==> src/rtl/uart_work_rx_pkg.sv <==
// uart_work_rx_pkg: shared constants for the work-packet receiver and the miner control block.
package uart_work_rx_pkg;
   localparam int PACKET_BYTES_DEF = 76;
   localparam logic [2:0] ST_IDLE  = 3'd0;
   localparam logic [2:0] ST_START = 3'd1;
   localparam logic [2:0] ST_DATA  = 3'd2;
   localparam logic [2:0] ST_STOP  = 3'd3;
   localparam logic [2:0] ST_BREAK = 3'd4;
   function automatic int clks_per_bit(input int clk_hz, input int baud);
      return clk_hz / baud;
   endfunction
endpackage

==> src/rtl/uart_rx_byte.sv <==
// uart_rx_byte: 2-flop rxd synchroniser and 8N1 byte FSM with mid-bit sampling.
module uart_rx_byte
   import uart_work_rx_pkg::*;
#(
   parameter int CLKS_PER_BIT = 10
) (
   input  logic       clk,
   input  logic       reset,
   input  logic       rxd,
   output logic [7:0] rx_byte,
   output logic       byte_valid,
   output logic       frame_err,
   output logic       idle
);
   localparam int TW = $clog2(CLKS_PER_BIT + 1);
   localparam logic [TW-1:0] FULL = TW'(CLKS_PER_BIT);
   localparam logic [TW-1:0] HALF = TW'(CLKS_PER_BIT / 2);
   logic [1:0]    sync_q, sync_d;
   logic [2:0]    state_q, state_d;
   logic [TW-1:0] timer_q, timer_d;
   logic [2:0]    idx_q, idx_d;
   logic [7:0]    data_q, data_d;
   logic          valid_q, valid_d, ferr_q, ferr_d;
   logic          rxs, expire;
   always_comb begin
      sync_d  = {sync_q[0], rxd};
      rxs     = sync_q[1];
      expire  = timer_q == TW'(1);
      state_d = state_q;
      timer_d = timer_q > TW'(1) ? timer_q - TW'(1) : timer_q;
      idx_d   = idx_q;
      data_d  = data_q;
      valid_d = 1'b0;
      ferr_d  = 1'b0;
      case (state_q)
         ST_IDLE: if (!rxs) begin
            timer_d = HALF;
            state_d = ST_START;
         end
         ST_START: if (expire) begin
            state_d = rxs ? ST_IDLE : ST_DATA;
            timer_d = FULL;
            idx_d   = 3'd0;
         end
         ST_DATA: if (expire) begin
            data_d  = {rxs, data_q[7:1]};
            idx_d   = idx_q + 3'd1;
            timer_d = FULL;
            state_d = idx_q == 3'd7 ? ST_STOP : ST_DATA;
         end
         ST_STOP: if (expire) begin
            valid_d = rxs;
            ferr_d  = !rxs;
            state_d = rxs ? ST_IDLE : ST_BREAK;
         end
         ST_BREAK: state_d = rxs ? ST_IDLE : ST_BREAK;
         default: state_d = ST_IDLE;
      endcase
   end
   always_ff @(posedge clk) begin
      if (reset) begin
         sync_q  <= 2'b11;
         state_q <= ST_IDLE;
         timer_q <= '0;
         idx_q   <= '0;
         data_q  <= '0;
         valid_q <= 1'b0;
         ferr_q  <= 1'b0;
      end else begin
         sync_q  <= sync_d;
         state_q <= state_d;
         timer_q <= timer_d;
         idx_q   <= idx_d;
         data_q  <= data_d;
         valid_q <= valid_d;
         ferr_q  <= ferr_d;
      end
   end
   assign rx_byte    = data_q;
   assign byte_valid = valid_q;
   assign frame_err  = ferr_q;
   assign idle       = state_q == ST_IDLE;
endmodule

==> src/rtl/uart_work_rx.sv <==
// uart_work_rx: assembles serial bytes into a work packet and hands it over with valid/ack.
module uart_work_rx
   import uart_work_rx_pkg::*;
#(
   parameter int CLK_HZ       = 100000000,
   parameter int BAUD         = 115200,
   parameter int PACKET_BYTES = PACKET_BYTES_DEF,
   parameter int GAP_TIMEOUT  = 100000
) (
   input  logic                      clk,
   input  logic                      reset,
   input  logic                      rxd,
   output logic [PACKET_BYTES*8-1:0] work_data,
   output logic                      work_valid,
   input  logic                      work_ack,
   output logic                      frame_err,
   output logic                      overrun,
   output logic                      busy
);
   localparam int CPB = clks_per_bit(CLK_HZ, BAUD);
   localparam int W   = PACKET_BYTES * 8;
   localparam int CW  = $clog2(PACKET_BYTES + 1);
   localparam int GW  = $clog2(GAP_TIMEOUT + 1);
   logic [7:0]    rx_byte;
   logic          byte_valid, rx_idle, done, timeout;
   logic [W-1:0]  shift_q, shift_d, data_q, data_d;
   logic [CW-1:0] cnt_q, cnt_d;
   logic [GW-1:0] gap_q, gap_d;
   logic          valid_q, valid_d, overrun_q, overrun_d;
   uart_rx_byte #(.CLKS_PER_BIT(CPB)) u_byte (
      .clk       (clk),
      .reset     (reset),
      .rxd       (rxd),
      .rx_byte   (rx_byte),
      .byte_valid(byte_valid),
      .frame_err (frame_err),
      .idle      (rx_idle)
   );
   always_comb begin
      done      = cnt_q == CW'(PACKET_BYTES);
      timeout   = gap_q == GW'(GAP_TIMEOUT);
      shift_d   = byte_valid ? {shift_q[W-9:0], rx_byte} : shift_q;
      cnt_d     = (frame_err || done || timeout) ? '0 : byte_valid ? cnt_q + CW'(1) : cnt_q;
      gap_d     = (rx_idle && cnt_q != '0 && !timeout) ? gap_q + GW'(1) : '0;
      data_d    = done ? shift_q : data_q;
      // newest work wins: a completion always (re)asserts valid, even over a pending ack
      valid_d   = done || (valid_q && !work_ack);
      overrun_d = done && valid_q && !work_ack;
   end
   always_ff @(posedge clk) begin
      if (reset) begin
         shift_q   <= '0;
         cnt_q     <= '0;
         gap_q     <= '0;
         data_q    <= '0;
         valid_q   <= 1'b0;
         overrun_q <= 1'b0;
      end else begin
         shift_q   <= shift_d;
         cnt_q     <= cnt_d;
         gap_q     <= gap_d;
         data_q    <= data_d;
         valid_q   <= valid_d;
         overrun_q <= overrun_d;
      end
   end
   assign work_data  = data_q;
   assign work_valid = valid_q;
   assign overrun    = overrun_q;
   assign busy       = !rx_idle || cnt_q != '0;
endmodule

==> config.mk <==
export PLATFORM = sky130hd
export DESIGN_NAME = uart_work_rx
export DESIGN_NICKNAME = d
export VERILOG_FILES = /design/src/rtl/uart_work_rx_pkg.sv /design/src/rtl/uart_rx_byte.sv /design/src/rtl/uart_work_rx.sv
export SDC_FILE = /design/constraint.sdc
export NUM_CORES = 2
export LEC_CHECK = 0
export BUFFER_PORTS_ARGS = -buffer_cell sky130_fd_sc_hd__buf_2
export CAP_MARGIN = 40
export CORE_MARGIN = 4
export CORE_UTILIZATION = 45
export DETAILED_ROUTE_END_ITERATION = 7
export GPL_TIMING_DRIVEN = 0
export PLACE_DENSITY = 0.73
export SLEW_MARGIN = 20
export SYNTH_ARGS = -nofsm -noshare
export SYNTH_HDL_FRONTEND = slang
export SYNTH_SLANG_ARGS = --single-unit
==> constraint.sdc <==
create_clock -name clk -period 1.9 [get_ports clk]
set_input_delay 0.095 -clock clk [delete_from_list [all_inputs] [get_ports clk]]
set_output_delay 0.095 -clock clk [all_outputs]
set_load 0.005 [all_outputs]
==> metrics.json <==
{
  "yosysWarningCount": {"value": 0},
  "largest_cells_by_area_after_synthesis": {"value": "sky130_fd_sc_hd__dfxtp_1 57%, sky130_fd_sc_hd__mux2i_1 14%, sky130_fd_sc_hd__nand2_1 10%, sky130_fd_sc_hd__a21oi_1 6.9%, sky130_fd_sc_hd__nor2_1 5.5%"},
  "power.share.combinational": {"value": 2.6, "unit": "%"},
  "boundaryPins": {"value": 616},
  "synthMostInstantiatedCell": {"value": "sky130_fd_sc_hd__dfxtp_1"},
  "drc": {"value": 0},
  "crit_arrival": {"value": 2.92, "unit": "ns"},
  "cp.buffers_inverters": {"value": 9},
  "largest_incremental_delay_on_the_critical_path": {"value": 0.40, "unit": "ns"},
  "peakVddDrop": {"value": 815.5, "unit": "uV"},
  "timing.clock.skew": {"value": 0.02481, "unit": "ns"},
  "synth_fp_nets": {"value": 4882},
  "die_height": {"value": 322.1, "unit": "microns"},
  "clock-root-buffer": {"value": "sky130_fd_sc_hd__clkbuf_16"},
  "period_minus_slack": {"value": 2.276, "unit": "ns"},
  "worst_pin_slew": {"value": 0.7909, "unit": "ns"},
  "area_of_the_die": {"value": 0.1038, "unit": "sq mm"},
  "count_of_flip_flops_with_a_built_in_enable_after_synthesis": {"value": 0},
  "worst_r2r_startpoint": {"value": "cnt_q[1]$_SDFFE_PP0P_"},
  "share_clk_of_total_power": {"value": 48.0, "unit": "%"},
  "p_sw_share": {"value": 22.03, "unit": "%"},
  "clock-sinks": {"value": 1270},
  "initial_antenna_violation_count": {"value": 3},
  "synth_top_cell_area_share": {"value": 57.26, "unit": "%"},
  "routabilityCongestion": {"value": 0.8589},
  "post-dp-hpwl": {"value": 93.96, "unit": "mm"},
  "outcome": {"value": "finished, violations left"},
  "yosysTopAreaCell": {"value": "sky130_fd_sc_hd__dfxtp_1"},
  "maxCapViolations": {"value": 0},
  "dr_total_vias": {"value": 36870},
  "gr-max-usage-layer": {"value": "met2"},
  "numPortBuffers": {"value": 614},
  "layout_worst_path_cycle_share": {"value": 119.8, "unit": "%"},
  "crit_chain": {"value": "inv_4, ha_4, or3b_4, buf_6, nor2_4, buf_12, buf_12, buf_12, buf_12, buf_16, buf_6, buf_16, nand2_4, a21oi_2"},
  "violations": {"value": "setup timing"},
  "worst_setup_path_end_kind": {"value": "flop"},
  "timing.final.ws_setup": {"value": -0.3761, "unit": "ns"},
  "num_antenna_cells": {"value": 0},
  "grt_pass1_wl": {"value": 199.6, "unit": "mm"},
  "hold_crit_depth": {"value": 4},
  "post_synth_most_frequent_cells": {"value": "1270 x sky130_fd_sc_hd__dfxtp_1, 1228 x sky130_fd_sc_hd__nand2_1, 656 x sky130_fd_sc_hd__nor2_1"},
  "sequentialPowerShare": {"value": 49.4, "unit": "%"},
  "cts_made_buffers": {"value": 133},
  "worst_ep_required_time": {"value": 2.55, "unit": "ns"},
  "power.leakage": {"value": 0.02323, "unit": "uW"},
  "grt_overflow": {"value": 0},
  "post-place-ws": {"value": -0.7360, "unit": "ns"},
  "slew-limit-headroom": {"value": 47.28, "unit": "%"},
  "antenna_left": {"value": 0},
  "netSwitchingPower": {"value": 11970, "unit": "uW"},
  "worst-path-max-fanout": {"value": 5},
  "post_synth_inst_count": {"value": 4870},
  "detailedRoute.firstIterationViolations": {"value": 2530},
  "hold_viol_final": {"value": 0},
  "hold_path_startpoint": {"value": "reset"},
  "wl_per_cell": {"value": 19.42, "unit": "microns"},
  "setup.worst_path.class": {"value": "flop to flop"},
  "die-width": {"value": 322.1, "unit": "microns"},
  "yosys_register_bits": {"value": 1270},
  "layout-drive-gt1-share": {"value": 26.84, "unit": "%"},
  "worstSetupStartpointType": {"value": "flop"},
  "syn-mean-instance-area": {"value": 9.117, "unit": "sq um"},
  "firstDrtPassIters": {"value": 7},
  "core_outline_area": {"value": 0.09728, "unit": "sq mm"},
  "placed_area": {"value": 0.04911, "unit": "sq mm"},
  "use_met1": {"value": 30.30, "unit": "%"},
  "clk_pin_slew": {"value": 0.06, "unit": "ns"},
  "final-max-slew-violation-count": {"value": 0},
  "fillCellCount": {"value": 7879},
  "grt.met2_usage": {"value": 40.36, "unit": "%"},
  "synth_sequential_area_ratio": {"value": 57.26, "unit": "%"},
  "path_delay_family": {"value": "buffers and inverters"},
  "grt_pass1_vias": {"value": 35180},
  "timing.reg2reg.setup_slack": {"value": -0.38, "unit": "ns"},
  "worst_skew_pair.late_latency": {"value": 0.73, "unit": "ns"},
  "postRouteWirelength": {"value": 137.7, "unit": "mm"},
  "library_cells_used_by_synthesis": {"value": 47},
  "clock_tree.htree_level_count": {"value": 4},
  "grt_max_degree": {"value": 17},
  "worst_hold_path_type": {"value": "input port to flop"},
  "power_density": {"value": 927.7, "unit": "mW/mm^2"},
  "groute.layer.met3.usage": {"value": 6.447, "unit": "%"},
  "setup_repair_after_global_routing_missed_its_margin": {"value": "true"},
  "p_int": {"value": 42360, "unit": "uW"},
  "critical_path.slowest_cell": {"value": "sky130_fd_sc_hd__or3b_4"},
  "reg2regPathDepth": {"value": 14},
  "postLayoutCellArea": {"value": 0.05856, "unit": "sq mm"},
  "clock_path_buffers": {"value": 3},
  "final_layout_net_count": {"value": 5722},
  "postSynth.asyncResetShare": {"value": 0, "unit": "%"},
  "rows": {"value": 114},
  "detail_route.vias_per_cell": {"value": 5.199},
  "grt_util_all_layers": {"value": 24.38, "unit": "%"},
  "netlist_area": {"value": 0.04440, "unit": "sq mm"},
  "achievable-frequency": {"value": 439.3, "unit": "MHz"},
  "layout-area-overhead-vs-synth": {"value": 31.91, "unit": "%"},
  "critical_path.reg2reg.endpoint": {"value": "work_data[464]$_SDFFE_PP0P_"},
  "synth_top_flop_cell": {"value": "sky130_fd_sc_hd__dfxtp_1"},
  "initial_core_util": {"value": 45.64, "unit": "%"},
  "crit_top_cell": {"value": "sky130_fd_sc_hd__buf_12"},
  "tritoncts_clock_tree": {"value": "done"},
  "final-setup-viol-count": {"value": 782},
  "worstHoldEndpoint": {"value": "u_byte.timer_q[9]$_SDFF_PP0_"}
}
==> repair_timing <==
item	4_1_cts	5_1_grt
pin swaps	24	248
cloned	33	25
hold endpoints to repair	3	0
endpoints found under the setup margin	1084	1102
hold buffers	2	0
setup buffers	29	18
gates resized for setup	194	818
==> sequential cells by signal (all words and copies together) (netlist names) <==
register and count:
u_byte.byte_valid 1, shift_q 608, cnt_q 7, overrun 1
work_valid 1, u_byte.rx_byte 8, u_byte.frame_err 1, work_data 608
u_byte.state_q 3, u_byte.timer_q 10, u_byte.idx_q 3, gap_q 17
u_byte.sync_q 2
==> cells in the final DEF, fill, tap and decap left out, types with 10 or more instances in the layout <==
cell	synthesis	layout
sky130_fd_sc_hd__buf_2	168	683
sky130_fd_sc_hd__nor2_1	656	656
sky130_fd_sc_hd__nand2_2	0	46
sky130_fd_sc_hd__buf_6	6	42
sky130_fd_sc_hd__nand2_1	1228	1011
sky130_fd_sc_hd__mux2i_1	618	618
sky130_fd_sc_hd__dfxtp_1	1270	1268
sky130_fd_sc_hd__a21oi_1	615	409
sky130_fd_sc_hd__xnor2_1	14	14
sky130_fd_sc_hd__buf_4	24	27
sky130_fd_sc_hd__clkinv_2	0	25
sky130_fd_sc_hd__buf_16	0	25
sky130_fd_sc_hd__nand4_1	10	10
sky130_fd_sc_hd__nand2_4	0	171
sky130_fd_sc_hd__a21oi_2	0	206
sky130_fd_sc_hd__xor2_1	10	10
sky130_fd_sc_hd__buf_12	0	43
sky130_fd_sc_hd__clkbuf_1	150	174
sky130_fd_sc_hd__inv_1	13	11
sky130_fd_sc_hd__clkbuf_8	0	31
sky130_fd_sc_hd__clkbuf_4	0	18
sky130_fd_sc_hd__buf_8	0	41
sky130_fd_sc_hd__clkbuf_16	0	162
==> through the flow <==
stage / utilization (%) / hold slack (ns) / TNS (ns) / std cells / power [uW]
floorplan: - / 0.1988 / 0 / 4870 / 28420
global placement: 50.44 / 0.2848 / -997.69 / 6760 / 28750
detailed placement: 50.49 / 0.2998 / -570.07 / 6764 / 28790
CTS: 57.04 / 0.01145 / -251.72 / 7068 / 54590
global route: 60.20 / 0.06225 / -233.70 / 7091 / 55960
finish: 60.20 / 0.06788 / -172.29 / 7091 / 54330
==> layer usage <==
metal	wire [microns]	vias to the layer above
met5	17	-
met4	5647	2
met3	9160	308
met2	65240	1055
met1	57660	17810
li1	-	17690
==> logic make-up after synthesis <==
family	count (synthesis)	synth area share, %
buf+inv	362	3.838
flops	1270	57.26
compound gates	636	7.290
xor+xnor	24	0.4734
mux	618	13.93
simple gates	1952	16.98
fa+ha+maj	8	0.2255
==> area by class of cell <==
type | instances | area (sq um) | share of cell area, %
clock buffers | 196 | 3960 | 6.762
plain buffers | 339 | 2440 | 4.166
repair buffers | 715 | 5156 | 8.804
inverters | 13 | 53.80 | 0.09187
well taps | 1276 | 1597 | 2.726
clock inverters | 44 | 446.7 | 0.7627
flip-flops and latches | 1270 | 25430 | 43.43
multi-input cells | 3238 | 19480 | 33.26
==> worst min-delay path: stages <==
cell and delay [ns]:
sky130_fd_sc_hd__clkbuf_1 0.18, sky130_fd_sc_hd__buf_6 0.20, sky130_fd_sc_hd__or2_2 0.19, sky130_fd_sc_hd__a21oi_1 0.05
==> how the worst max path moves through the flow <==
stage / startpoint / end / slack [ns] / depth (start not counted)
2_1_floorplan: cnt_q[0]$_SDFFE_PP0P_ / work_data[509]$_SDFFE_PP0P_ / 0.08 / 9
3_3_place_gp: reset / shift_q[80]$_SDFFE_PP0P_ / -1.15 / 5
3_5_place_dp: cnt_q[0]$_SDFFE_PP0P_ / work_data[546]$_SDFFE_PP0P_ / -0.74 / 9
4_1_cts: cnt_q[1]$_SDFFE_PP0P_ / busy / -0.55 / 6
5_1_grt: cnt_q[1]$_SDFFE_PP0P_ / busy / -0.46 / 6
6_report: cnt_q[1]$_SDFFE_PP0P_ / work_data[464]$_SDFFE_PP0P_ / -0.38 / 14
==> power groups by stage <==
| stage | Combinational [uW] | Clock [uW] | Sequential, uW |
|---|---|---|---|
| 5_1_grt | 1560 | 27600 | 26800 |
| 2_1_floorplan | 1010 | 0 | 27400 |
| 3_5_place_dp | 1350 | 0 | 27400 |
| 6_report | 1420 | 26100 | 26800 |
| 3_3_place_gp | 1320 | 0 | 27400 |
| 4_1_cts | 1360 | 26400 | 26800 |
(Power assumes the default switching activity.)
